<file path="src/rtl/risc_spm_control_unit.sv">
// Sequencing FSM for the 8-bit RISC stored-program machine: one datapath micro-step per clock.
// Outputs are decoded combinationally from the current state, the instruction register and Zflag.
module risc_spm_control_unit #(
    parameter bit HALT_ON_ILLEGAL = 1'b1
) (
    input  logic       clk,
    input  logic       rst,
    input  logic [7:0] instruction,
    input  logic       Zflag,
    output logic       Load_R0,
    output logic       Load_R1,
    output logic       Load_R2,
    output logic       Load_R3,
    output logic       Load_PC,
    output logic       Inc_PC,
    output logic       Load_IR,
    output logic       Load_Add_R,
    output logic       Load_Reg_Y,
    output logic       Load_Reg_Z,
    output logic [2:0] Sel_Bus_1_Mux,
    output logic [1:0] Sel_Bus_2_Mux,
    output logic       write,
    output logic       halted,
    output logic [3:0] state
);

    localparam int unsigned STATE_W = 4;

    typedef enum logic [STATE_W-1:0] {
        S_idle = 4'd0,
        S_fet1 = 4'd1,
        S_fet2 = 4'd2,
        S_dec  = 4'd3,
        S_ex1  = 4'd4,
        S_rd1  = 4'd5,
        S_rd2  = 4'd6,
        S_wr1  = 4'd7,
        S_wr2  = 4'd8,
        S_br1  = 4'd9,
        S_br2  = 4'd10,
        S_halt = 4'd11
    } state_e;

    localparam logic [3:0] OP_NOP = 4'd0;
    localparam logic [3:0] OP_ADD = 4'd1;
    localparam logic [3:0] OP_SUB = 4'd2;
    localparam logic [3:0] OP_AND = 4'd3;
    localparam logic [3:0] OP_NOT = 4'd4;
    localparam logic [3:0] OP_RD  = 4'd5;
    localparam logic [3:0] OP_WR  = 4'd6;
    localparam logic [3:0] OP_BR  = 4'd7;
    localparam logic [3:0] OP_BRZ = 4'd8;

    localparam logic [2:0] SEL1_PC  = 3'd4;
    localparam logic [1:0] SEL2_ALU = 2'd0;
    localparam logic [1:0] SEL2_B1  = 2'd1;
    localparam logic [1:0] SEL2_MEM = 2'd2;

    state_e     state_q, state_d;
    logic [3:0] opcode;
    logic [1:0] src, dest;
    logic [3:0] load_r;

    assign opcode = instruction[7:4];
    assign src    = instruction[3:2];
    assign dest   = instruction[1:0];

    // State register; reset overrides every transition.
    always_ff @(posedge clk) begin
        if (rst) begin
            state_q <= S_idle;
        end else begin
            state_q <= state_d;
        end
    end

    // Next-state and micro-step decode.
    always_comb begin
        state_d       = state_q;
        load_r        = 4'b0000;
        Load_PC       = 1'b0;
        Inc_PC        = 1'b0;
        Load_IR       = 1'b0;
        Load_Add_R    = 1'b0;
        Load_Reg_Y    = 1'b0;
        Load_Reg_Z    = 1'b0;
        Sel_Bus_1_Mux = 3'd0;
        Sel_Bus_2_Mux = SEL2_ALU;
        write         = 1'b0;
        halted        = 1'b0;

        case (state_q)
            S_idle: state_d = S_fet1;
            S_fet1: begin
                Sel_Bus_1_Mux = SEL1_PC;
                Sel_Bus_2_Mux = SEL2_B1;
                Load_Add_R    = 1'b1;
                state_d       = S_fet2;
            end
            S_fet2: begin
                Sel_Bus_2_Mux = SEL2_MEM;
                Load_IR       = 1'b1;
                Inc_PC        = 1'b1;
                state_d       = S_dec;
            end
            S_dec: begin
                // Unknown opcode bits fall through to the illegal branch.
                case (opcode)
                    OP_NOP: state_d = S_fet1;
                    OP_ADD, OP_SUB, OP_AND: begin
                        Sel_Bus_1_Mux = {1'b0, src};
                        Sel_Bus_2_Mux = SEL2_B1;
                        Load_Reg_Y    = 1'b1;
                        state_d       = S_ex1;
                    end
                    OP_NOT: begin
                        Sel_Bus_1_Mux = {1'b0, src};
                        Sel_Bus_2_Mux = SEL2_ALU;
                        Load_Reg_Z    = 1'b1;
                        load_r[dest]  = 1'b1;
                        state_d       = S_fet1;
                    end
                    OP_RD, OP_WR, OP_BR: begin
                        Sel_Bus_1_Mux = SEL1_PC;
                        Sel_Bus_2_Mux = SEL2_B1;
                        Load_Add_R    = 1'b1;
                        state_d       = (opcode == OP_RD) ? S_rd1 :
                                        (opcode == OP_WR) ? S_wr1 : S_br1;
                    end
                    OP_BRZ: begin
                        if (Zflag == 1'b1) begin
                            Sel_Bus_1_Mux = SEL1_PC;
                            Sel_Bus_2_Mux = SEL2_B1;
                            Load_Add_R    = 1'b1;
                            state_d       = S_br1;
                        end else begin
                            Inc_PC  = 1'b1;
                            state_d = S_fet1;
                        end
                    end
                    default: state_d = HALT_ON_ILLEGAL ? S_halt : S_fet1;
                endcase
            end
            S_ex1: begin
                Sel_Bus_1_Mux = {1'b0, dest};
                Sel_Bus_2_Mux = SEL2_ALU;
                Load_Reg_Z    = 1'b1;
                load_r[dest]  = 1'b1;
                state_d       = S_fet1;
            end
            S_rd1, S_wr1: begin
                Sel_Bus_2_Mux = SEL2_MEM;
                Load_Add_R    = 1'b1;
                Inc_PC        = 1'b1;
                state_d       = (state_q == S_rd1) ? S_rd2 : S_wr2;
            end
            S_rd2: begin
                Sel_Bus_2_Mux = SEL2_MEM;
                load_r[dest]  = 1'b1;
                state_d       = S_fet1;
            end
            S_wr2: begin
                Sel_Bus_1_Mux = {1'b0, src};
                write         = 1'b1;
                state_d       = S_fet1;
            end
            S_br1: begin
                Sel_Bus_2_Mux = SEL2_MEM;
                Load_Add_R    = 1'b1;
                state_d       = S_br2;
            end
            S_br2: begin
                Sel_Bus_2_Mux = SEL2_MEM;
                Load_PC       = 1'b1;
                state_d       = S_fet1;
            end
            S_halt: begin
                halted  = 1'b1;
                state_d = S_halt;
            end
            default: state_d = S_idle;
        endcase
    end

    assign Load_R0 = load_r[0];
    assign Load_R1 = load_r[1];
    assign Load_R2 = load_r[2];
    assign Load_R3 = load_r[3];
    assign state   = state_q;

endmodule

</file>
<file path="config.mk">
export PLATFORM = sky130hd
export DESIGN_NAME = risc_spm_control_unit
export DESIGN_NICKNAME = d
export VERILOG_FILES = /design/src/rtl/risc_spm_control_unit.sv
export SDC_FILE = /design/constraint.sdc
export NUM_CORES = 1
export LEC_CHECK = 0
export ABC_AREA = 1
export BUFFER_PORTS_ARGS = -buffer_cell sky130_fd_sc_hd__buf_4
export CAP_MARGIN = 25
export CELL_PAD_IN_SITES_DETAIL_PLACEMENT = 1
export CELL_PAD_IN_SITES_GLOBAL_PLACEMENT = 1
export CORE_ASPECT_RATIO = 1.2
export CORE_UTILIZATION = 25
export DETAILED_ROUTE_END_ITERATION = 6
export GPL_TIMING_DRIVEN = 0
export HOLD_SLACK_MARGIN = 0.12
export PLACE_DENSITY_LB_ADDON = 0.1
export SLEW_MARGIN = 25
export SYNTH_ARGS = -nofsm -noshare
export SYNTH_HDL_FRONTEND = slang
export SYNTH_SLANG_ARGS = --single-unit
</file>
<file path="constraint.sdc">
create_clock -name clk -period 1.4 [get_ports clk]
set_input_delay 0.21 -clock clk [delete_from_list [all_inputs] [get_ports clk]]
set_output_delay 0.21 -clock clk [all_outputs]
set_load 0.01 [all_outputs]
</file>
==> results.rst, run 1 <==
.. list-table::
   :header-rows: 1

   * - Metric
     - Value
   * - Total leakage power
     - 0.000547 uW
   * - Share of the clock period used by the worst path after layout
     - 112%
   * - Data required time of the worst path
     - 1190 ps
   * - Clock latency on the worst-skew pair
     - 250 ps
   * - Number of enable-type register cells in the synthesized netlist
     - 0
   * - Hold Path Cell Cnt
     - 4
   * - Crit path setup slack, layout
     - -164 ps
   * - Top cells by area, synth
     - sky130_fd_sc_hd__nand2_1 15%, sky130_fd_sc_hd__dfxtp_1 15%, sky130_fd_sc_hd__nor2_1 13%, sky130_fd_sc_hd__nand3_1 10%, sky130_fd_sc_hd__inv_1 9.1%
   * - Worst Tran Pin Value
     - 233 ps
   * - Beginning of the worst register-to-register path
     - state[2]$_SDFF_PP0_
   * - Horiz. Die Dim
     - 44.2 um
   * - Vias in the first global route
     - 755
   * - Vias per inst
     - 5.20
   * - Highest fanout seen on the critical path
     - 6
   * - Final weighted congestion in routability-driven placement
     - 0.741
   * - Die boundary height
     - 52.6 um
   * - Flip-flop cell with the highest count after synthesis
     - sky130_fd_sc_hd__dfxtp_1
   * - Finish-stage setup viols
     - 14
   * - Class of the most critical hold timing path
     - primary input to flop
   * - Worst path arrival time
     - 1350 ps
   * - Die area
     - 0.00233 sq mm
   * - Count of maximum capacitance violations
     - 0
   * - Ports placed on the boundary
     - 32
   * - Total half-perimeter wirelength after legalization and detailed placement
     - 1530 um
   * - Antenna diode count
     - 0
   * - First-pass iteration count of the detailed router
     - 5
   * - Synthesized Nets
     - 114
   * - Antenna violations before repair
     - 0
   * - Worst slew margin relative to its limit
     - 84.3%
   * - Final cell count without fillers
     - 171
   * - Global Route Usage Sum
     - 19.9%
   * - Critical path capture point type
     - output pin
   * - Cell area after synthesis
     - 534 sq um
   * - Number of flip-flops in the largest register
     - 4
   * - Most area-hungry cell type in the Yosys netlist
     - sky130_fd_sc_hd__nand2_1
   * - Buffer levels on the longest clock path
     - 2
   * - Most frequent cells after synthesis
     - 22 x sky130_fd_sc_hd__nand2_1, 19 x sky130_fd_sc_hd__nor2_1, 13 x sky130_fd_sc_hd__inv_1
   * - Initial DRC Count
     - 7
   * - Async set or reset register ratio after synthesis
     - 0%
   * - Sequential-to-total area share from yosys stat
     - 15.0%
   * - Category of the most critical setup path
     - flop to output pin
   * - Routed vias
     - 889
   * - Row count
     - 17
   * - Number of nets in the layout
     - 165
   * - Critical path's largest stage delay
     - 360 ps
   * - Power per cell area
     - 520 mW/mm^2
   * - Clock tree skew after final layout
     - 10.5 ps
   * - Final Hold Violating Endpoints
     - 0
   * - Destination of the worst hold path
     - state[2]$_SDFF_PP0_
   * - Total global routing overflow
     - 0
   * - Clock-pin slew on the worst setup and hold paths
     - 30 ps
   * - Wire length of the first global-routing pass
     - 3410 um
   * - Fin Setup TNS
     - -1490 ps
   * - Standard cell with the maximum stage delay on the critical path
     - sky130_fd_sc_hd__dfxtp_4
   * - Worst voltage drop across the vdd grid
     - 0.544 mV
   * - Launch point of the worst hold path
     - instruction[6]
   * - RR Endpoint
     - state[2]$_SDFF_PP0_
   * - Failing checks
     - setup timing
   * - Post-detailed-routing wire length
     - 2550 um
   * - Share of layout cells above drive strength 1
     - 63.8%
   * - Family with the most delay on the worst path
     - simple AND/OR/NAND/NOR gates
   * - Crit path launch type
     - flop
   * - Layout filler cell count
     - 241
   * - Number of storage elements in the synthesis netlist
     - 4
   * - CTS tree
     - built
   * - Reg2Reg Depth
     - 6
   * - Syn_area_per_cell
     - 5.19 sq um
   * - Worst reg-to-reg setup slack
     - 190 ps
   * - Pin count of the biggest net entering global routing
     - 8
   * - Number of I/O port buffers
     - 31
   * - Clock root buffer master
     - sky130_fd_sc_hd__clkbuf_4
   * - Sum of buffers and inverters on the critical path
     - 1
   * - Number of remaining DRC errors
     - 0
   * - Worst hold slack after final layout
     - 344 ps
   * - Number of cells produced by synthesis
     - 103
   * - Tot Pwr
     - 584 uW
   * - RSZ-0062 raised after global routing
     - yes
   * - Final Core Density
     - 58.6%
   * - Count of clock tree sinks
     - 4
   * - Syn. warnings
     - 0
   * - Fmax achieved
     - 639 MHz
   * - Post-DR wirelength/cell
     - 14.9 um
   * - TritonCTS buffer count
     - 3
   * - Number of levels in the clock H-tree
     - 1
   * - Number of nets still failing antenna checks after routing
     - 0
   * - Final Slew Violations
     - 0
   * - Effective utilization at floorplan
     - 27.9%
   * - Area grow syn2layout
     - 110%
   * - Floorplan core area
     - 0.00191 sq mm
   * - Clock period minus final worst setup slack
     - 1560 ps
   * - Status
     - finished with violations
   * - Most frequent cell on the critical path
     - sky130_fd_sc_hd__nor2_4
   * - Cells traversed along the worst timing path
     - nor2_4, nand2_8, nor2_4, nor2_4, nor3_2, buf_4
   * - Number of distinct library cell variants in the gate-level netlist after synthesis
     - 16
   * - Placed cells
     - 153
   * - Most instantiated library cell after synthesis
     - sky130_fd_sc_hd__nand2_1
   * - Area share of the largest cell type after synthesis
     - 15.5%
## worst max-delay path by stage
stage | from | cells after the start | to
after floorplan | state[0]$_SDFF_PP0_ | 7 | Load_R0
after global placement | state[1]$_SDFF_PP0_ | 7 | Load_R3
after detailed placement | state[1]$_SDFF_PP0_ | 7 | Load_R3
after CTS | state[0]$_SDFF_PP0_ | 8 | Load_R1
after global routing | state[1]$_SDFF_PP0_ | 7 | Load_R0
final | state[2]$_SDFF_PP0_ | 6 | Load_R0
## final cells by class
class,count,area [sq um],area share [%]
inverter,17,73.8,6.58
sequential,4,95.1,8.47
clock buffer,3,22.5,2.01
multi-input combinational,81,526,46.8
tap,19,23.8,2.12
timing repair buffer,47,382,34.0
## timing repair
action | in CTS | in global routing
pin swaps | 9 | 13
gates resized for setup | 27 | 37
hold buffers | 1 | 0
hold endpoints to repair | 1 | 0
setup buffers | 7 | 8
setup endpoints to repair | 14 | 15
## power by group
group          internal, uW  switching (uW)
clock network          96.5            57.6
logic                   137             152
registers               119            20.7
total                   353             231
## tightest hold or removal path: cells and delay by family
family	cells	cell delay [ps]
compound gates	2	180
buf+inv	1	100
simple gates	1	50
## per-layer routing
| layer | track usage (%) | vias to the layer above | routed length (um) |
|---|---|---|---|
| met1 | 22.5 | 422 | 967 |
| li1 | - | 434 | - |
| met5 | 0 | - | 0 |
| met4 | 6.57 | 0 | 44 |
| met2 | 36.0 | 29 | 1420 |
| met3 | 4.48 | 4 | 115 |
## placed cells by master, fill, tap and decap left out, drive strengths merged
master,Yosys,routed
nor3,4,4
o31ai,1,1
a31oi,2,2
dfxtp,4,4
dlygate4sd3,0,1
nor2,24,24
a21oi,6,6
nand3,11,11
buf,1,46
inv,17,17
o21ai,8,8
nand2,25,25
clkbuf,0,3
## per-stage QoR
stage | setup WS [ps] | area (sq um)
5_1_grt | -223 | 1120
3_3_place_gp | -24.1 | 791
6_report | -164 | 1120
4_1_cts | -155 | 956
3_5_place_dp | -27.7 | 791
2_1_floorplan | 47.6 | 534
## logic make-up (layout without fill, tap and decap cells)
family          Yosys count  after routing  synth area share [%]
buf+inv                  18             67                  14.1
flops                     4              4                  15.0
simple gates             64             64                  54.1
compound gates           17             17                  16.9
(Power assumes the default switching activity.)
==> run 2: changes to the inputs <==
==> constraint.sdc (replaced) <==
create_clock -name clk -period 1.4 [get_ports clk]
set_input_delay 0.28 -clock clk [delete_from_list [all_inputs] [get_ports clk]]
set_output_delay 0.28 -clock clk [all_outputs]
set_load 0.01 [all_outputs]
==> results.rst, run 2 (synthesized netlist as in run 1, its figures left out) <==
.. list-table::
   :header-rows: 1

   * - Metric
     - Value
   * - Clock tree skew after final layout
     - 13.5 ps (+3.02 ps)
   * - Share of power burned in combinational logic
     - 46.3% (-3.3 points)
   * - Final non-filler cell area
     - 0.00102 sq mm (-8.8%)
   * - Highest fanout seen on the critical path
     - 5 (-1)
   * - Final weighted congestion in routability-driven placement
     - 0.741 (unchanged)
   * - Number of levels in the clock H-tree
     - 1 (unchanged)
   * - Reg2Reg Depth
     - 6 (unchanged)
   * - Clock-pin slew on the worst setup and hold paths
     - 50 ps (+20 ps)
   * - Antenna diode count
     - 0 (unchanged)
   * - Number of nets in the layout
     - 159 (-3.6%)
   * - Footprint of the flip-flops and latches
     - 95.1 sq um (unchanged)
   * - Final Slew Violations
     - 0 (unchanged)
   * - Failing checks
     - DRC, setup timing
   * - Area grow syn2layout
     - 91.6%
   * - Post-detailed-routing wire length
     - 2150 um (-15%)
   * - Post-DR wirelength/cell
     - 13.0 um (-12%)
   * - Horiz. Die Dim
     - 44.2 um (unchanged)
   * - Vias in the first global route
     - 746 (-1.2%)
   * - Beginning of the worst register-to-register path
     - state[3]$_SDFF_PP0_
   * - Worst reg-to-reg setup slack
     - 220 ps (+30 ps)
   * - Clock latency on the worst-skew pair
     - 250 ps (about the same)
   * - Layout filler cell count
     - 252 (+4.6%)
   * - Worst slack, placed
     - -97.7 ps (-70.0 ps)
   * - RR Endpoint
     - state[2]$_SDFF_PP0_
   * - Finish-stage setup viols
     - 16 (+2)
   * - Vias per inst
     - 5.00 (-3.8%)
   * - Category of the most critical setup path
     - flop to output pin
   * - Count of maximum capacitance violations
     - 0 (unchanged)
   * - Number of I/O port buffers
     - 31 (unchanged)
   * - Clock period minus final worst setup slack
     - 1620 ps (+50.8 ps)
   * - Total leakage power
     - 0.000505 uW (-7.8%)
   * - Die boundary height
     - 52.6 um (unchanged)
   * - Routed vias
     - 825 (-7.2%)
   * - Buffer levels on the longest clock path
     - 2 (unchanged)
   * - Multi-input logic area
     - 497 sq um (-5.5%)
   * - Worst hold slack after final layout
     - 198 ps (-146 ps)
   * - Total half-perimeter wirelength after legalization and detailed placement
     - 1530 um (unchanged)
   * - Status
     - finished with violations
   * - Pin count of the biggest net entering global routing
     - 8 (unchanged)
   * - Internal power summed over all cells
     - 332 uW (-6.0%)
   * - Data required time of the worst path
     - 1120 ps (-70 ps)
   * - Worst Tran Pin Value
     - 217 ps (-16.1 ps)
   * - Initial DRC Count
     - 13 (+6)
   * - Worst slew margin relative to its limit
     - 85.5% (+1.2 points)
   * - Switching portion of total power
     - 39.2% (-0.37 points)
   * - Effective utilization at floorplan
     - 27.9% (unchanged)
   * - Share of the clock period used by the worst path after layout
     - 115% (+3.6 points)
   * - Standard cell with the maximum stage delay on the critical path
     - sky130_fd_sc_hd__dfxtp_4
   * - Number of nets still failing antenna checks after routing
     - 0 (unchanged)
   * - Fraction of power consumed by the clock network
     - 28.6% (+2.2 points)
   * - Number of remaining DRC errors
     - 3 (+3)
   * - Cells traversed along the worst timing path
     - nor2_4, nand3_2, inv_2, nand2_1, o21ai_1, inv_1, nand2_1, buf_6
   * - Floorplan core area
     - 0.00191 sq mm (unchanged)
   * - RSZ-0062 raised after global routing
     - yes
   * - Clock root buffer master
     - sky130_fd_sc_hd__clkbuf_4
   * - Crit path setup slack, layout
     - -215 ps (-50.8 ps)
   * - Global Route Usage Sum
     - 19.7% (-0.21 points)
   * - Wire length of the first global-routing pass
     - 3370 um (-1.0%)
   * - Destination of the worst hold path
     - state[3]$_SDFF_PP0_
   * - Power per cell area
     - 533 mW/mm^2 (+2.5%)
   * - Count of clock tree sinks
     - 4 (unchanged)
   * - Cell area reported after detailed placement
     - 791 sq um (unchanged)
   * - Antenna violations before repair
     - 0 (unchanged)
   * - Total global routing overflow
     - 0 (unchanged)
   * - Class of the most critical hold timing path
     - primary input to flop
   * - Worst path arrival time
     - 1340 ps (about the same)
   * - CTS tree
     - built
   * - Final Core Density
     - 53.5% (-5.2 points)
   * - Ports placed on the boundary
     - 32 (unchanged)
   * - Most frequent cells in the layout
     - 38 x sky130_fd_sc_hd__buf_4, 17 x sky130_fd_sc_hd__nand2_1, 12 x sky130_fd_sc_hd__nor2_1
   * - Hold-fix buffers, CTS
     - 0 (-1)
   * - Net Switching
     - 213 uW (-7.4%)
   * - Number of flip-flops in the largest register
     - 4 (unchanged)
   * - Fmax achieved
     - 619 MHz (-3.1%)
   * - Critical path capture point type
     - output pin
   * - First-pass iteration count of the detailed router
     - 6 (+1)
   * - Worst voltage drop across the vdd grid
     - 0.605 mV (+11%)
   * - Flop pwr share
     - 25.1% (+1.1 points)
   * - Die area
     - 0.00233 sq mm (unchanged)
   * - Hold Path Cell Cnt
     - 2 (-2)
   * - Final Hold Violating Endpoints
     - 0 (unchanged)
   * - Most frequent cell on the critical path
     - sky130_fd_sc_hd__nand2_1
   * - Most common library cell in the layout ignoring fill and taps
     - sky130_fd_sc_hd__buf_4
   * - Launch point of the worst hold path
     - rst
   * - TritonCTS buffer count
     - 3 (unchanged)
   * - Row count
     - 17 (unchanged)
   * - Critical path's largest stage delay
     - 360 ps (about the same)
   * - Share of layout cells above drive strength 1
     - 56.2% (-7.7 points)
   * - Crit path launch type
     - flop
## run 2: power by group through the flow
stage | Combinational [uW] | Clock [uW] | Sequential, uW
floorplan | 102 | 0 | 135
detailed placement | 200 | 0 | 134
global placement | 196 | 0 | 134
CTS | 236 | 167 | 133
global route | 276 | 169 | 138
finish | 252 | 156 | 137
## run 2: metrics by stage
stage          power [uW]  std cells  TNS (ps)
6_report              545        165     -2480
5_1_grt               582        165     -3460
4_1_cts               536        163     -2300
3_5_place_dp          334        153      -697
3_3_place_gp          330        153      -675
2_1_floorplan         237        103     -89.5
## run 2: timing repair
action | 4_1_cts | 5_1_grt
gates resized for setup | 28 | 18
endpoints found under the hold margin | 0 | 0
buffers inserted | 7 | 3
gates cloned | 0 | 0
setup endpoints to repair | 17 | 17
pin swaps | 9 | 11
## run 2: cell type report
class                           count  area share, %
Clock buffer                        3           2.20
Inverter                           17           6.48
Multi-Input combinational cell     81           48.5
Sequential cell                     4           9.29
Tap cell                           19           2.32
Timing Repair Buffer               41           31.2
## run 2: worst max path at each step
stage                                  end           startpoint  slack (ps)
final                     Sel_Bus_1_Mux[0]  state[0]$_SDFF_PP0_        -220
after global routing               Load_R2  state[3]$_SDFF_PP0_        -280
after CTS                          Load_R1  state[0]$_SDFF_PP0_        -220
after detailed placement           Load_R3  state[1]$_SDFF_PP0_        -100
after global placement             Load_R3  state[1]$_SDFF_PP0_         -90
after floorplan                    Load_R0  state[0]$_SDFF_PP0_         -20
## run 2: layer usage
metal	wire length, um	share of wire [%]	GRT usage [%]	vias to the layer above
met1	851	40	22.3	378
met2	1150	53	35.5	25
met5	0	0	0	-
met3	105	4.9	4.48	4
li1	-	-	-	418
met4	45	2.1	6.57	0
## run 2: critical path: cells and delay by family (launching register included)
kind / cells / cell delay, ps
AND/OR/NAND/NOR: 4 / 410
AO/OA/AOI/OAI: 1 / 80
flip-flops: 1 / 360
buffers and inverters: 3 / 240
==> run 3: changes to the inputs <==
- ABC_AREA: 1 -> default
- BUFFER_PORTS_ARGS: -buffer_cell sky130_fd_sc_hd__buf_4 -> -buffer_cell sky130_fd_sc_hd__buf_2
- CORE_UTILIZATION: 25 -> 28
==> results.rst, run 3 <==
.. list-table::
   :header-rows: 1

   * - Metric
     - Value
   * - Status
     - finished with violations
   * - Failing checks
     - setup timing
   * - Ports placed on the boundary
     - 32 (unchanged)
   * - Most area-hungry cell type in the Yosys netlist
     - sky130_fd_sc_hd__dfxtp_1
   * - GRT met2 Usage
     - 38.6% (+3.0 points)
   * - Worst slew margin relative to its limit
     - 80.6% (-4.9 points)
   * - Number of nets still failing antenna checks after routing
     - 0 (unchanged)
   * - Finish-stage setup viols
     - 17 (+1)
   * - Number of enable-type register cells in the synthesized netlist
     - 0 (unchanged)
   * - Horiz. Die Dim
     - 43.3 um (-2.0%)
   * - First-pass iteration count of the detailed router
     - 4 (-2)
   * - Class of the most critical hold timing path
     - primary input to flop
   * - Critical path's largest stage delay
     - 350 ps (about the same)
   * - Syn. warnings
     - 0 (unchanged)
   * - Antenna violations before repair
     - 0 (unchanged)
   * - Die boundary height
     - 51.6 um (-2.1%)
   * - Most common library cell in the layout ignoring fill and taps
     - sky130_fd_sc_hd__buf_2
   * - Vias in the first global route
     - 760 (+1.9%)
   * - Standard cell with the maximum stage delay on the critical path
     - sky130_fd_sc_hd__dfxtp_4
   * - Final Slew Violations
     - 0 (unchanged)
   * - Global Route Usage Sum
     - 20.1% (+0.34 points)
   * - Crit path launch type
     - flop
   * - Buffer levels on the longest clock path
     - 2 (unchanged)
   * - Share of the clock period used by the worst path after layout
     - 124% (+8.2 points)
   * - Number of remaining DRC errors
     - 0 (-3)
   * - Multi-input logic area
     - 576 sq um (+16%)
   * - Number of levels in the clock H-tree
     - 1 (unchanged)
   * - Number of cells produced by synthesis
     - 80 (-22%)
   * - Top cells by area, synth
     - sky130_fd_sc_hd__dfxtp_1 14%, sky130_fd_sc_hd__nor2b_1 6.6%, sky130_fd_sc_hd__nor3b_1 6.6%, sky130_fd_sc_hd__nand2_1 5.2%, sky130_fd_sc_hd__nor4b_2 5.2%
   * - Data required time of the worst path
     - 1120 ps (about the same)
   * - Number of storage elements in the synthesis netlist
     - 4 (unchanged)
   * - Share of layout cells above drive strength 1
     - 64.3% (+8.1 points)
   * - Fin Setup TNS
     - -4040 ps (-1560 ps)
   * - Met1 layer usage reported by global route
     - 23.9% (+1.6 points)
   * - Crit path setup slack, layout
     - -330 ps (-115 ps)
   * - RSZ-0062 raised after global routing
     - yes
   * - Area grow syn2layout
     - 86.5%
   * - Power per cell area
     - 527 mW/mm^2 (-1.1%)
   * - Async set or reset register ratio after synthesis
     - 0% (unchanged)
   * - Number of distinct library cell variants in the gate-level netlist after synthesis
     - 34 (+18)
   * - Layout filler cell count
     - 237 (-6.0%)
   * - Final Hold Violating Endpoints
     - 0 (unchanged)
   * - Critical path capture point type
     - output pin
   * - Clock period minus final worst setup slack
     - 1730 ps (+115 ps)
   * - Area share of the largest cell type after synthesis
     - 14.0% (-1.5 points)
   * - Highest fanout seen on the critical path
     - 4 (-1)
   * - Final weighted congestion in routability-driven placement
     - 0.765 (+3.3%)
   * - Fmax achieved
     - 578 MHz (-6.7%)
   * - TritonCTS buffer count
     - 3 (unchanged)
   * - Total global routing overflow
     - 0 (unchanged)
   * - Cell area after synthesis
     - 573 sq um (+7.3%)
   * - Wire length of the first global-routing pass
     - 3510 um (+3.9%)
   * - Category of the most critical setup path
     - flop to output pin
   * - Number of nets in the layout
     - 139 (-13%)
   * - Clock-pin slew on the worst setup and hold paths
     - 30 ps (-20 ps)
   * - Flip-flop cell with the highest count after synthesis
     - sky130_fd_sc_hd__dfxtp_1
   * - Footprint of the flip-flops and latches
     - 90.1 sq um (-5.3%)
   * - Cells traversed along the worst timing path
     - and4bb_2, a22oi_2, buf_4, nor3b_2, buf_2
   * - Post-DR wirelength/cell
     - 15.7 um (+21%)
   * - Count of clock tree sinks
     - 4 (unchanged)
   * - Count of maximum capacitance violations
     - 0 (unchanged)
   * - Total half-perimeter wirelength after legalization and detailed placement
     - 1450 um (-5.5%)
   * - Row count
     - 17 (unchanged)
   * - Global routing's busiest layer
     - met2
   * - Number of I/O port buffers
     - 29 (-6.5%)
   * - Worst path arrival time
     - 1450 ps (+110 ps)
   * - Worst hold slack after final layout
     - 213 ps (+15.8 ps)
   * - Routed vias
     - 821 (-0.48%)
   * - Clock tree skew after final layout
     - 5.60 ps (-7.92 ps)
   * - Synthesized Nets
     - 91 (-20%)
   * - Vias per inst
     - 5.66 (+13%)
   * - Antenna diode count
     - 0 (unchanged)
   * - Hold Path Cell Cnt
     - 2 (unchanged)
   * - Worst Tran Pin Value
     - 289 ps (+72.6 ps)
   * - Clock root buffer master
     - sky130_fd_sc_hd__clkbuf_4
   * - Most frequent cells after synthesis
     - 8 x sky130_fd_sc_hd__nand2_1, 6 x sky130_fd_sc_hd__nor2b_1, 5 x sky130_fd_sc_hd__nor3b_1
   * - Global Route met3 Usage
     - 4.17% (-0.32 points)
   * - Initial DRC Count
     - 6 (-7)
   * - Most frequent cells in the layout
     - 28 x sky130_fd_sc_hd__buf_2, 15 x sky130_fd_sc_hd__buf_4, 6 x sky130_fd_sc_hd__nand2_1
   * - Sequential-to-total area share from yosys stat
     - 14.0% (-1.0 points)
   * - Reg2Reg Depth
     - 7 (+1)
   * - Worst voltage drop across the vdd grid
     - 0.692 mV (+14%)
   * - Syn_area_per_cell
     - 7.16 sq um (+38%)
   * - Die area
     - 0.00223 sq mm (-4.1%)
   * - CTS tree
     - built
   * - Post-detailed-routing wire length
     - 2280 um (+6.0%)
   * - Pin count of the biggest net entering global routing
     - 11 (+3)
   * - Effective utilization at floorplan
     - 30.6% (+2.7 points)
   * - Most instantiated library cell after synthesis
     - sky130_fd_sc_hd__nand2_1
   * - Total leakage power
     - 0.000483 uW (-4.3%)
   * - Clock latency on the worst-skew pair
     - 230 ps (-20 ps)
   * - Number of flip-flops in the largest register
     - 4 (unchanged)
   * - Floorplan core area
     - 0.00187 sq mm (-2.2%)
run 3: where the power goes:
group	leakage [uW]	internal, uW	switching [uW]
clock	0.0000138	95.9	47.1
sequential	0.0000349	121	10.6
combinational	0.000434	136	153
run 3: area by class of cell:
cell class | instances | share of cell area [%]
flip-flops and latches | 4 | 8.43
plain buffers | 6 | 7.03
inverters | 2 | 0.703
well taps | 19 | 2.22
multi-input cells | 67 | 53.9
clock buffers | 3 | 2.11
repair buffers | 44 | 25.6
run 3: path summary, 6_finish.rpt:
path,endpoint,slack [ps],from
setup / recovery,Load_R2,-330,state[3]$_SDFF_PP0_
hold / removal,state[1]$_SDFF_PP0_,210,rst
setup reg to reg,state[3]$_SDFF_PP0_,50,state[3]$_SDFF_PP0_
hold reg to reg,state[1]$_SDFF_PP0_,620,state[2]$_SDFF_PP0_
run 3: worst max-delay path: cells and delay by family, from the launching register on:
family          cells  cell delay (ps)
buf+inv             2              310
compound gates      1               80
flops               1              350
simple gates        2              480
run 3: per-layer routing:
layer | share of wire [%] | routed length [um]
met5 | 0 | 0
met4 | 0 | 0
met3 | 3.8 | 86
met2 | 54 | 1240
met1 | 42 | 953
run 3: metrics by stage:
step	power, uW	setup slack, ps	std cells	cell area, sq um	utilization [%]
6_report	563	-330	145	1070	57.1
5_1_grt	605	-416	145	1070	57.1
4_1_cts	526	-322	137	956	51.1
3_5_place_dp	355	-292	128	796	42.5
3_3_place_gp	352	-269	128	796	42.5
2_1_floorplan	276	-81.0	80	627	-
run 3: logic make-up after synthesis:
| family | share of synthesized area (%) |
|---|---|
| AO/OA/AOI/OAI | 33.2 |
| XOR/XNOR | 1.53 |
| buffers and inverters | 7.21 |
| flip-flops | 14.0 |
| AND/OR/NAND/NOR | 44.1 |
run 3: repair_timing:
item                                    in CTS  in global routing
buffers inserted                             6                  9
hold buffers                                 0                  0
pin swaps                                    5                  8
endpoints found under the setup margin      17                 17
gates resized for setup                     24                 17
